$ cat src/rtl/axi_warb_pkg.sv
// Shared state encoding, AXI burst/response codes and index helper for the write arbiter.
package axi_warb_pkg;

  typedef enum logic [1:0] {
    IDLE = 2'd0,
    ADDR = 2'd1,
    DATA = 2'd2,
    RESP = 2'd3
  } warb_state_t;

  localparam logic [1:0] BURST_FIXED = 2'b00;
  localparam logic [1:0] BURST_INCR  = 2'b01;
  localparam logic [1:0] BURST_WRAP  = 2'b10;

  localparam logic [1:0] RESP_OKAY   = 2'b00;
  localparam logic [1:0] RESP_EXOKAY = 2'b01;
  localparam logic [1:0] RESP_SLVERR = 2'b10;
  localparam logic [1:0] RESP_DECERR = 2'b11;

  // Modulo-n increment without a divider.
  function automatic int wrap_inc(input int idx, input int n);
    return (idx + 1 >= n) ? 0 : idx + 1;
  endfunction

endpackage

$ cat src/rtl/axi_wr_arbiter_rr.sv
// Combinational round-robin pick: first requester at or after ptr, wrapping; no state.
module rr_arbiter #(
  parameter int N = 2
) (
  input  logic [N-1:0]         req,
  input  logic [$clog2(N)-1:0] ptr,
  output logic [$clog2(N)-1:0] gnt_idx,
  output logic                 gnt_valid
);

  localparam int IDX_W = $clog2(N);

  logic [IDX_W-1:0] cand;

  // Walk offsets from farthest to nearest so the closest requester to ptr wins.
  always_comb begin
    gnt_valid = 1'b0;
    gnt_idx   = '0;
    cand      = '0;
    for (int off = N - 1; off >= 0; off--) begin
      cand = IDX_W'((int'(ptr) + off) % N);
      if (req[cand]) begin
        gnt_valid = 1'b1;
        gnt_idx   = cand;
      end
    end
  end

endmodule

$ cat src/rtl/axi_wr_arbiter.sv
// Serialises NUM_M AXI write masters onto one slave; one owner from AW accept to B handshake.
// 1-cycle arbitration, then combinational routing from registered grant; beat check under AXI_WARB_BEAT_CHECK_EN.
module axi_wr_arbiter
  import axi_warb_pkg::*;
#(
  parameter int NUM_M  = 2,
  parameter int ID_W   = 4,
  parameter int ADDR_W = 32,
  parameter int DATA_W = 32,
  parameter int LEN_W  = 4
) (
  input  logic                                clk,
  input  logic                                reset,
  input  logic [NUM_M-1:0]                    m_awvalid,
  output logic [NUM_M-1:0]                    m_awready,
  input  logic [NUM_M-1:0][ID_W-1:0]          m_awid,
  input  logic [NUM_M-1:0][LEN_W-1:0]         m_awlen,
  input  logic [NUM_M-1:0][2:0]               m_awsize,
  input  logic [NUM_M-1:0][ADDR_W-1:0]        m_awaddr,
  input  logic [NUM_M-1:0][1:0]               m_awburst,
  input  logic [NUM_M-1:0]                    m_wvalid,
  output logic [NUM_M-1:0]                    m_wready,
  input  logic [NUM_M-1:0][ID_W-1:0]          m_wid,
  input  logic [NUM_M-1:0][DATA_W-1:0]        m_wdata,
  input  logic [NUM_M-1:0][DATA_W/8-1:0]      m_wstrb,
  input  logic [NUM_M-1:0]                    m_wlast,
  output logic [NUM_M-1:0]                    m_bvalid,
  input  logic [NUM_M-1:0]                    m_bready,
  output logic [ID_W-1:0]                     m_bid,
  output logic [1:0]                          m_bresp,
  output logic                                s_awvalid,
  input  logic                                s_awready,
  output logic [ID_W-1:0]                     s_awid,
  output logic [LEN_W-1:0]                    s_awlen,
  output logic [2:0]                          s_awsize,
  output logic [ADDR_W-1:0]                   s_awaddr,
  output logic [1:0]                          s_awburst,
  output logic                                s_wvalid,
  input  logic                                s_wready,
  output logic [ID_W-1:0]                     s_wid,
  output logic [DATA_W-1:0]                   s_wdata,
  output logic [DATA_W/8-1:0]                 s_wstrb,
  output logic                                s_wlast,
  input  logic                                s_bvalid,
  output logic                                s_bready,
  input  logic [ID_W-1:0]                     s_bid,
  input  logic [1:0]                          s_bresp,
  output logic [$clog2(NUM_M)-1:0]            grant,
  output logic                                busy,
  output logic                                err_beat
);

  localparam int IDX_W = $clog2(NUM_M);

  warb_state_t      state_q, state_d;
  logic [IDX_W-1:0] grant_q, grant_d;
  logic [IDX_W-1:0] rr_ptr_q, rr_ptr_d;
  logic [IDX_W-1:0] arb_idx;
  logic             arb_vld;
  logic             aw_hs, w_hs, b_hs;
  logic             w_last;

  rr_arbiter #(.N(NUM_M)) u_rr (
    .req       (m_awvalid),
    .ptr       (rr_ptr_q),
    .gnt_idx   (arb_idx),
    .gnt_valid (arb_vld)
  );

  assign aw_hs = (state_q == ADDR) && m_awvalid[grant_q] && s_awready;
  assign w_hs  = (state_q == DATA) && m_wvalid[grant_q]  && s_wready;
  assign b_hs  = (state_q == RESP) && s_bvalid           && m_bready[grant_q];

  // Payloads follow the registered grant; only the valids/readies are state-gated.
  assign s_awid    = m_awid[grant_q];
  assign s_awlen   = m_awlen[grant_q];
  assign s_awsize  = m_awsize[grant_q];
  assign s_awaddr  = m_awaddr[grant_q];
  assign s_awburst = m_awburst[grant_q];
  assign s_wid     = m_wid[grant_q];
  assign s_wdata   = m_wdata[grant_q];
  assign s_wstrb   = m_wstrb[grant_q];
  assign s_wlast   = w_last;
  assign m_bid     = s_bid;
  assign m_bresp   = s_bresp;

  assign grant = grant_q;
  assign busy  = (state_q != IDLE);

`ifdef AXI_WARB_BEAT_CHECK_EN
  localparam logic [LEN_W:0] BEAT_MAX = (LEN_W + 1)'(1) << LEN_W;

  logic [LEN_W-1:0] awlen_q, awlen_d;
  logic [LEN_W:0]   beat_cnt_q, beat_cnt_d;
  logic             beat_last;

  // The burst length comes from the accepted AW, not from the master's wlast.
  assign beat_last = (beat_cnt_q == {1'b0, awlen_q});
  assign w_last    = beat_last;
  assign err_beat  = w_hs && (m_wlast[grant_q] != beat_last);

  always_comb begin
    awlen_d    = awlen_q;
    beat_cnt_d = beat_cnt_q;
    if (aw_hs) begin
      awlen_d    = m_awlen[grant_q];
      beat_cnt_d = '0;
    end else if (w_hs && (beat_cnt_q != BEAT_MAX)) begin
      beat_cnt_d = beat_cnt_q + 1'b1;
    end
  end

  always_ff @(posedge clk or posedge reset) begin
    if (reset) begin
      awlen_q    <= '0;
      beat_cnt_q <= '0;
    end else begin
      awlen_q    <= awlen_d;
      beat_cnt_q <= beat_cnt_d;
    end
  end
`else
  assign w_last   = m_wlast[grant_q];
  assign err_beat = 1'b0;
`endif

  always_comb begin
    m_awready = '0;
    m_wready  = '0;
    m_bvalid  = '0;
    s_awvalid = 1'b0;
    s_wvalid  = 1'b0;
    s_bready  = 1'b0;
    unique case (state_q)
      ADDR: begin
        s_awvalid          = m_awvalid[grant_q];
        m_awready[grant_q] = s_awready;
      end
      DATA: begin
        s_wvalid          = m_wvalid[grant_q];
        m_wready[grant_q] = s_wready;
      end
      RESP: begin
        m_bvalid[grant_q] = s_bvalid;
        s_bready          = m_bready[grant_q];
      end
      default: ;
    endcase
  end

  always_comb begin
    state_d  = state_q;
    grant_d  = grant_q;
    rr_ptr_d = rr_ptr_q;
    unique case (state_q)
      IDLE: begin
        if (arb_vld) begin
          grant_d = arb_idx;
          state_d = ADDR;
        end
      end
      ADDR: if (aw_hs) state_d = DATA;
      DATA: if (w_hs && w_last) state_d = RESP;
      RESP: begin
        if (b_hs) begin
          rr_ptr_d = IDX_W'(wrap_inc(int'(grant_q), NUM_M));
          state_d  = IDLE;
        end
      end
      default: state_d = IDLE;
    endcase
  end

  always_ff @(posedge clk or posedge reset) begin
    if (reset) begin
      state_q  <= IDLE;
      grant_q  <= '0;
      rr_ptr_q <= '0;
    end else begin
      state_q  <= state_d;
      grant_q  <= grant_d;
      rr_ptr_q <= rr_ptr_d;
    end
  end

endmodule

$ cat config.mk
export PLATFORM = sky130hd
export DESIGN_NAME = axi_wr_arbiter
export DESIGN_NICKNAME = d
export VERILOG_FILES = /design/src/rtl/axi_warb_pkg.sv /design/src/rtl/axi_wr_arbiter_rr.sv /design/src/rtl/axi_wr_arbiter.sv
export SDC_FILE = /design/constraint.sdc
export NUM_CORES = 1
export LEC_CHECK = 0
export ABC_AREA = 1
export CORE_AREA = 2 2 114 116
export DETAILED_ROUTE_END_ITERATION = 12
export DIE_AREA = 0 0 116 118
export PLACE_DENSITY = 0.53
export SYNTH_ARGS = -nofsm -noshare
export SYNTH_HDL_FRONTEND = slang
export SYNTH_SLANG_ARGS = --single-unit
$ cat constraint.sdc
create_clock -name clk -period 1.43 [get_ports clk]
set_clock_uncertainty 0.05 [all_clocks]
set_input_delay 0.286 -clock clk [delete_from_list [all_inputs] [get_ports clk]]
set_output_delay 0.286 -clock clk [all_outputs]
set_load 0.02 [all_outputs]
==> metrics.txt, run 1 <==
clock slew at reported path FFs=0.03 ns; syn_nets=542; Die Span X=116 um; Core ar.=12,400 sq um; CP arrival=1.41 ns; most common cell after layout, fill and taps aside=clkdlybuf4s50_1; DP Worst Slack=-0.636 ns; post-layout util=0.434; synth warn=0; gr ovfl total=0; Req. time, crit path=1.09 ns; Crit path max-delay family=flip-flops; hpwl dp=~8500 um; Leakage=2.70 nW; n_diodes=0; failing checks=negative setup slack; # IOs=293; post-synth top area share=0.659; worst reg2reg path startpoint=grant; nets=836; antenna viol nets, final=0; CP max-delay cell=dfrtp_4; syn avg cell area=4.39 sq um; TritonCTS clock tree=built; row count=41; CP bufs+invs=3; die area=13,700 sq um; RSZ-0062 raised after global routing=true; H-tree levels=1; Crit path largest cell delay=approximately 0.56 ns; worst-path fanout max=6; Initial Utilization=0.123; DRT Pass-1 Iters=6; layout cell share with drive strength beyond 1=0.402; min setup slack post-route=-0.319 ns; Max Freq=0.572 GHz; synth top area cells=nand2_1, dfrtp_1, inv_1, buf_4, buf_2; initial antenna violation count=0; Setup-failing EPs final=100; register area=104 sq um; vias in the first global route=3,030; Worst-Skew Late Latency=between 0.2 and 0.25 ns; PortBufs=between 200 and 300; total track usage=0.142; root buf cell=clkbuf_16; Slew Limit Fails=0; Hold Crit Class=in -> async; CTS buffer count=3; Max Cap Viol=0; crit end category=output port; Max IR drop VDD=0.765 mV; Sum Neg Setup Slack=-27.09 ns; post-layout min period=between 1.5 and 2 ns; post-synthesis sequential area ratio=0.0654; first-pass GRT wire length=15,700 um; cell taking the most area after synthesis=nand2_1; Synth Cell Area=about 1500 sq um; Routed WL per cell=13.8 um; largest net degree at the start of global routing=32; Post-route DRC=0; most frequent cells in the layout=clkdlybuf4s50_1, nand2_1, nand2_2; Yosys cell types=20; vias=~3,200; layout overhead on the synthesized area=252%; final WL=approximately 11,000 um; Clock Sink Count=4; via/cell ratio=3.91; crit-path cells=buf_12 -> clkbuf_16 -> nor3_4 -> buf_6; Fin Hold WS=0.214 ns; power per cell area=1560 nW/um^2; synthesized flop and latch total=4; status=finished, violations left; Final GP Congestion=0.845; Startpoint Class=flop; Die Ht=118 um; drt initial violations=82; # fillers=between 1,000 and 1,500; Worst setup startpoint=grant; Tcrit/Tclk final=1.22; WS Path Type=reg -> out; Syn Inst Count=349; area of the multi-input gates=1660 sq um; Max clock buf depth=2; Fin. Hold Viols=0
==> flip-flops by register name, indices dropped and copies added (netlist names) <==
name,flops
grant,1
state_q,2
rr_ptr_q,1
==> layout make-up <==
cell class | count | area share
repair inverters | 1 | 0.00162
inverters | 16 | 0.0135
flip-flops and latches | 4 | 0.0193
clock buffers | 4 | 0.0146
well taps | 172 | 0.0399
multi-input cells | 302 | 0.308
repair buffers | 315 | 0.604
==> layer usage <==
layer  wire (um)  global-route usage  share of wire
met3         828              0.0278          0.074
met5           0                   0              0
met1        4290               0.158           0.38
met2        5940               0.272           0.53
met4         180              0.0290          0.016
==> repair_timing <==
item                       CTS  global route
gates cloned                 5             3
pin swaps                    0            29
setup endpoints to repair  100           100
hold buffers                 0             0
buffers inserted             0             1
resized for setup          423           243
==> cell usage after synthesis <==
cell / n
nand3_1: 2
and2_1: 1
nand2_2: 3
ha_1: 4
nor3_1: 7
conb_1: 1
buf_2: 10
o21ai_0: 4
nand2_1: 269
o21ai_1: 1
nor2_1: 4
inv_1: 15
inv_6: 1
clkbuf_1: 8
buf_4: 7
nand4_1: 2
a21oi_1: 3
buf_6: 2
dfrtp_1: 4
nand3_2: 1
==> through the flow <==
step | power, W | cell area, sq um | cells
6_report | 0.00840 | 5390 | 814
5_1_grt | 0.00893 | 5390 | 814
4_1_cts | 0.00685 | 4600 | 810
3_5_place_dp | 0.00662 | 4760 | 801
3_3_place_gp | 0.00657 | 4760 | 801
2_1_floorplan | 0.00346 | 1660 | 349
==> cell families after synthesis <==
group                    Yosys count  share of synthesized area
AO/OA/AOI/OAI                      8                     0.0261
flip-flops                         4                     0.0654
other                              1                    0.00245
AND/OR/NAND/NOR                  289                      0.730
buffers and inverters             43                      0.144
adder cells (fa/ha/maj)            4                     0.0327
==> where the power goes <==
group | switching, W | total (W) | internal [W]
logic | 0.00400 | 0.00765 | 0.00365
clock network | 0.0000922 | 0.000462 | 0.000369
registers | 0.000110 | 0.000290 | 0.000180
==> worst paths after layout <==
| check | endpoint | depth (start not counted) | slack [ns] |
|---|---|---|---|
| min reg2reg | rr_ptr_q | 2 | 0.45 |
| max reg2reg | state_q[1] | 10 | -0.21 |
| max in group asynchronous | grant | 2 | 0.93 |
| min | grant | 2 | 0.21 |
| max | m_bvalid[0] | 4 | -0.32 |
| min in group clk | rr_ptr_q | 2 | 0.45 |
Note: power is estimated with default switching activity, not from simulation.
==> run 2, diff against run 1 <==
--- a/config.mk
+++ b/config.mk
@@ -6,10 +6,10 @@
 export NUM_CORES = 1
 export LEC_CHECK = 0
 export ABC_AREA = 1
-export CORE_AREA = 2 2 114 116
+export CORE_AREA = 5 5 111 113
 export DETAILED_ROUTE_END_ITERATION = 12
 export DIE_AREA = 0 0 116 118
-export PLACE_DENSITY = 0.53
+export PLACE_DENSITY = 0.64
 export SYNTH_ARGS = -nofsm -noshare
 export SYNTH_HDL_FRONTEND = slang
 export SYNTH_SLANG_ARGS = --single-unit
==> run 2 against run 1 <==
The run still ends with negative setup slack left; wire length grew 11%; register-to-register slack better by 0.04 ns; worst setup slack got worse by 0.0028 ns; die area unchanged; clock-buffer cell count unchanged; flip-flop and latch count stayed put; non-clock buffer count increased by 14; via count rose by 3.7%; critical path depth increased by 2; clock power barely moved; first-iteration DRC count unchanged; combinational power increased by 16%; critical endpoint is now s_bready; highest routed layer unchanged.
==> metrics.txt, run 2 (synthesis gave the netlist of run 1 again) <==
die area=13,700 sq um; Tcrit/Tclk final=1.23; Biggest register=state_q; Crit path largest cell delay=0.52 ns; crit end category=output port; most frequent cells in the layout=clkdlybuf4s50_1, nand2_1, buf_6; Final GP Congestion=0.841; final WL=between 10,000 and 15,000 um; Post-route DRC=0; Max Cap Viol=0; CTS buffer count=3; most common cell after layout, fill and taps aside=clkdlybuf4s50_1; WS Path Type=reg -> out; placed insts=769; Max IR drop VDD=around 0.96 mV; H-tree levels=1; initial antenna violation count=0; post-layout min period=1.75 ns; met2 routed WL=6920 um; PortBufs=279; via/cell ratio=4.14; # fillers=1,037; root buf cell=clkbuf_16; nets=849; first-pass GRT wire length=17,100 um; worst-path fanout max=7; wl on met1=4400 um; vias in the first global route=3,259; Max clock buf depth=2; DP Worst Slack=-0.570 ns; RSZ-0062 raised after global routing=true; dpl cell area=4700 sq um; gr ovfl total=0; Req. time, crit path=1.09 ns; min setup slack post-route=-0.322 ns; Clock Sink Count=4; Met3 Wirelength=994 um; CP arrival=1.42 ns; CP max-delay cell=dfrtp_4; final instance area=5900 sq um; status=finished, violations left; Initial Utilization=0.136; crit-path cells=buf_6 -> buf_12 -> buf_4 -> nand2_4 -> a21oi_2 -> buf_4; Sum Neg Setup Slack=-23.72 ns; Max Freq=0.571 GHz; Die Span X=116 um; Leakage=2.84 nW; worst reg2reg path startpoint=grant; max FFs per register=2; Fin. Hold Viols=0; Final Non-Filler Cells=roughly 800; largest net degree at the start of global routing=25; n_diodes=0; vias=3,301; # IOs=between 200 and 300; critical path's most frequent cell=buf_4; failing checks=negative setup slack; Die Ht=118 um; hpwl dp=8940 um; Routed WL per cell=15.7 um; Worst-Skew Late Latency=0.23 ns; Top Metal Used=met4; Core ar.=11,200 sq um; TritonCTS clock tree=built; Hold Crit Class=in -> async; total track usage=0.155; row count=39; Setup-failing EPs final=100; Startpoint Class=flop; layout cell share with drive strength beyond 1=0.481; antenna viol nets, final=0; Slew Limit Fails=0; clock slew at reported path FFs=roughly 0.03 ns; hold buffer count at cts=0; post-layout util=0.526; DRT Pass-1 Iters=4; Worst setup startpoint=grant; drt initial violations=82; layout overhead on the synthesized area=285%; power per cell area=1630 nW/um^2
==> run 2: cell count changes in the layout (fill, tap and decap cells not counted), sizes merged <==
cell,previous run,this run
inv,17,15
clkbuf,6,8
buf,131,143
clkinv,0,1
==> run 2: final cells by class <==
cell class / count / area (sq um) / area share
clock buffers: 4 / 78.8 / 0.0134
inverters: 16 / 77.6 / 0.0131
multi-input cells: 302 / 1890 / 0.320
flip-flops and latches: 4 / 105 / 0.0178
well taps: 143 / 179 / 0.0303
repair buffers: 329 / 3570 / 0.606
==> run 2: worst max-delay path: cells and delay by family, from the launching register on <==
family,cells,cell delay (ns)
buffers and inverters,4,0.56
flip-flops,1,0.52
AO/OA/AOI/OAI,1,0.05
AND/OR/NAND/NOR,1,0.06
==> run 2: metal layers <==
layer | vias up | GRT usage
met1 | 1494 | 0.167
met2 | 139 | 0.303
li1 | 1648 | -
met4 | 0 | 0.0326
met3 | 20 | 0.0288
met5 | - | 0
==> run 2: final timing paths <==
kind | endpoint | cells past startpoint | slack [ns]
worst max-delay path | s_bready | 6 | -0.32
worst min-delay path | state_q[1] | 2 | 0.19
worst max register to register | state_q[0] | 9 | -0.17
worst min register to register | rr_ptr_q | 2 | 0.47
max in group asynchronous | grant | 2 | 0.98
min in group clk | rr_ptr_q | 2 | 0.47
==> run 2: report_power, final <==
part / switching (W) / total, W / internal (W) / leakage, nW
logic: 0.00447 / 0.00891 / 0.00444 / 2.75
registers: 0.0000779 / 0.000261 / 0.000183 / 0.0471
clock network: 0.0000914 / 0.000461 / 0.000369 / 0.0382
total: 0.00464 / 0.00963 / 0.00499 / 2.84
==> run 2: timing repair <==
action	CTS	global route
hold endpoints to repair	0	0
pin swaps	26	49
endpoints found under the setup margin	99	100
gates resized for setup	655	128
gates cloned	7	5
buffers inserted	13	6
==> run 2: stage by stage <==
step / hold WS (ns) / total power [W]
after floorplan: 0.00201 / 0.00346
after global placement: 0.432 / 0.00655
after detailed placement: 0.429 / 0.00661
after CTS: 0.189 / 0.00886
after global routing: 0.218 / 0.0102
final: 0.187 / 0.00963
==> run 3, diff against run 2 <==
--- a/config.mk
+++ b/config.mk
@@ -6,10 +6,11 @@
 export NUM_CORES = 1
 export LEC_CHECK = 0
 export ABC_AREA = 1
-export CORE_AREA = 5 5 111 113
+export CORE_AREA = 5 5 110 112
 export DETAILED_ROUTE_END_ITERATION = 12
-export DIE_AREA = 0 0 116 118
-export PLACE_DENSITY = 0.64
+export DIE_AREA = 0 0 115 117
+export PLACE_DENSITY = 0.67
 export SYNTH_ARGS = -nofsm -noshare
 export SYNTH_HDL_FRONTEND = slang
+export SYNTH_HIERARCHICAL = 1
 export SYNTH_SLANG_ARGS = --single-unit
==> constraint.sdc (replaced) <==
create_clock -name clk -period 2.1 [get_ports clk]
set_clock_uncertainty 0.05 [all_clocks]
set_input_delay 0.42 -clock clk [delete_from_list [all_inputs] [get_ports clk]]
set_output_delay 0.42 -clock clk [all_outputs]
set_load 0.02 [all_outputs]
==> run 3 against run 2 <==
The run now ends clean; cell area is 24% lower; synthesized cell count is 0.57% higher; via count is 9.0% lower; power is 51% lower; hold slack better by 0.14 ns; register-to-register slack better by 0.57 ns; non-clock buffer count is 37 lower.
==> metrics.txt, run 3 <==
Sum Neg Setup Slack=0 ns; gr ovfl total=0; syn_nets=about 550; synth top area cells=nand2_1, dfrtp_1, ha_1, buf_4, inv_1; Setup-failing EPs final=0; die area=13,500 sq um; # fillers=1,198; CP bufs+invs=2; synthesized flop and latch total=4; first-pass GRT wire length=~14,000 um; clock network power share=0.065; final instance area=4490 sq um; Post-CTS Setup Bufs=0; Crit path largest cell delay=0.64 ns; placed insts=between 700 and 800; Die Span X=115 um; clock slew at reported path FFs=0.03 ns; nets=between 800 and 900; post-synth top area share=0.657; WS Path Type=reg -> out; CP arrival=1.57 ns; initial antenna violation count=0; Crit path max-delay family=buffers and inverters; Req. time, crit path=1.63 ns; post-layout min period=2.04 ns; Final GP Congestion=~0.76; crit-path cells=buf_4 -> clkdlybuf4s50_1; root buf cell=clkbuf_16; layout cell share with drive strength beyond 1=0.0419; sequential power share=0.037; status=complete, no violations; Max Cap Viol=0; Worst-Skew Late Latency=0.23 ns; Fin. Hold Viols=0; Max clock buf depth=2; Post-route DRC=0; Synth Cell Area=1550 sq um; final WL=9920 um; Slew Limit Fails=0; ys flop type=dfrtp_1; XOR/XNOR share of the synthesized area=0; most frequent cells after synthesis=nand2_1, inv_1, clkbuf_1, buf_4, nor2_1; adder-cell area share of the yosys netlist=0.0404; reg2reg path depth=9; n_diodes=0; Leakage=roughly 2.4 nW; DRT Pass-1 Iters=4; multiplexer share of the synthesized area=0; Initial Utilization=0.139; via/cell ratio=3.94; hold buffer count at cts=0; H-tree levels=1; Combinational Power Share=0.898; Max Freq=between 0.4 and 0.5 GHz; Yosys cell types=25; worst reg2reg path startpoint=grant; hpwl dp=8430 um; Post-Synth Simple-Gate Area=0.732; row count=39; max FFs per register=2; Syn Inst Count=approximately 350; worst-path fanout max=18; total track usage=0.125; min setup slack post-route=0.0562 ns; crit end category=output port; Clock Sink Count=4; Routed WL per cell=13.0 um; cell taking the most area after synthesis=nand2_1; Core ar.=11,100 sq um; Die Ht=117 um; Sw Ratio=0.567; post-synthesis sequential area ratio=0.0647; Tcrit/Tclk final=0.973; vias=approximately 3,000; Hold Crit Class=in -> async; largest family of logic cells by synthesized area=simple AND/OR/NAND/NOR gates; Biggest register=state_q; PortBufs=279; synth warn=6; reg-to-reg slack, setup=about 0.4 ns; number of synthesized flops with an enable pin=0; layout overhead on the synthesized area=190%; RSZ-0062 raised after global routing=true; net switching power=0.00268 W; largest net degree at the start of global routing=47; RR Endpoint=state_q[1]; TritonCTS clock tree=built; DP Worst Slack=-0.131 ns; most frequent cells in the layout=nand2_1, clkdlybuf4s50_1, dlygate4sd2_1; antenna viol nets, final=0; top-count cell post-synth=nand2_1; CTS buffer count=3; Max IR drop VDD=0.437 mV; asr flop ratio synth=1.00; CP max-delay cell=clkdlybuf4s50_1; Final Non-Filler Cells=763; most common cell after layout, fill and taps aside=nand2_1; total power=0.00472 W; Startpoint Class=flop; drt initial violations=127; compound-gate portion of the synthesized area=0.0267; dpl cell area=4500 sq um; power per cell area=1050 nW/um^2; syn avg cell area=4.41 sq um; Pint=between 0.002 and 0.0025 W; # IOs=293; vias in the first global route=2,990
## run 3: metrics by stage
stage               utilization  hold WS, ns
finish                    0.404        0.325
global route              0.404        0.340
CTS                       0.401        0.326
detailed placement        0.404        0.455
global placement          0.404        0.419
floorplan                     -        0.136
## run 3: cell families (layout without fill, tap and decap cells)
family | count (synthesis) | in the layout
AO/OA/AOI/OAI | 7 | 7
adder cells (fa/ha/maj) | 5 | 5
buffers and inverters | 42 | 311
flip-flops | 4 | 4
other | 1 | 1
AND/OR/NAND/NOR | 292 | 292
## run 3: worst register-to-register path, delay by kind of cell, from the launching register on
family                 cells  cell delay, ns
AND/OR/NAND/NOR            5            0.37
AO/OA/AOI/OAI              1            0.27
flip-flops                 1            0.45
buffers and inverters      3            0.44
## run 3: worst max-delay path by stage
stage / slack (ns) / end / start / cells past startpoint
after floorplan: 0.24 / m_awready[1] / grant / 4
after global placement: -0.12 / s_wvalid / m_wvalid[0] / 6
after detailed placement: -0.13 / s_bready / m_bready[1] / 4
after CTS: 0.001 / busy / state_q[0] / 4
after global routing: -0.02 / s_wvalid / grant / 6
final: 0.06 / grant / grant / 2
## run 3: per-layer routing
metal	wire length [um]	global-route usage	up-vias
met5	0	0	-
met4	137	0.0336	0
met3	1140	0.0380	12
met2	4920	0.231	171
met1	3720	0.138	1255
li1	-	-	1567
## run 3: layout make-up
class                      instances  area (sq um)  share of cell area
timing repair buffer             292          2830               0.631
multi-input combinational        305          1240               0.276
inverter                          15          58.8              0.0131
sequential                         4           101              0.0226
clock buffer                       4          78.8              0.0176
tap                              143           179              0.0398
## run 3: repair_timing
item                       in CTS  in global routing
resized for setup              96                 13
cloned                          0                  1
pin swaps                       0                  0
setup endpoints to repair      95                 26
## run 3: power by group through the flow
stage	logic [W]	registers, W	clock network, W
5_1_grt	0.00465	0.000179	0.000320
3_3_place_gp	0.00472	0.000164	0
3_5_place_dp	0.00477	0.000167	0
4_1_cts	0.00423	0.000169	0.000315
6_report	0.00423	0.000173	0.000309
2_1_floorplan	0.00243	0.000167	0
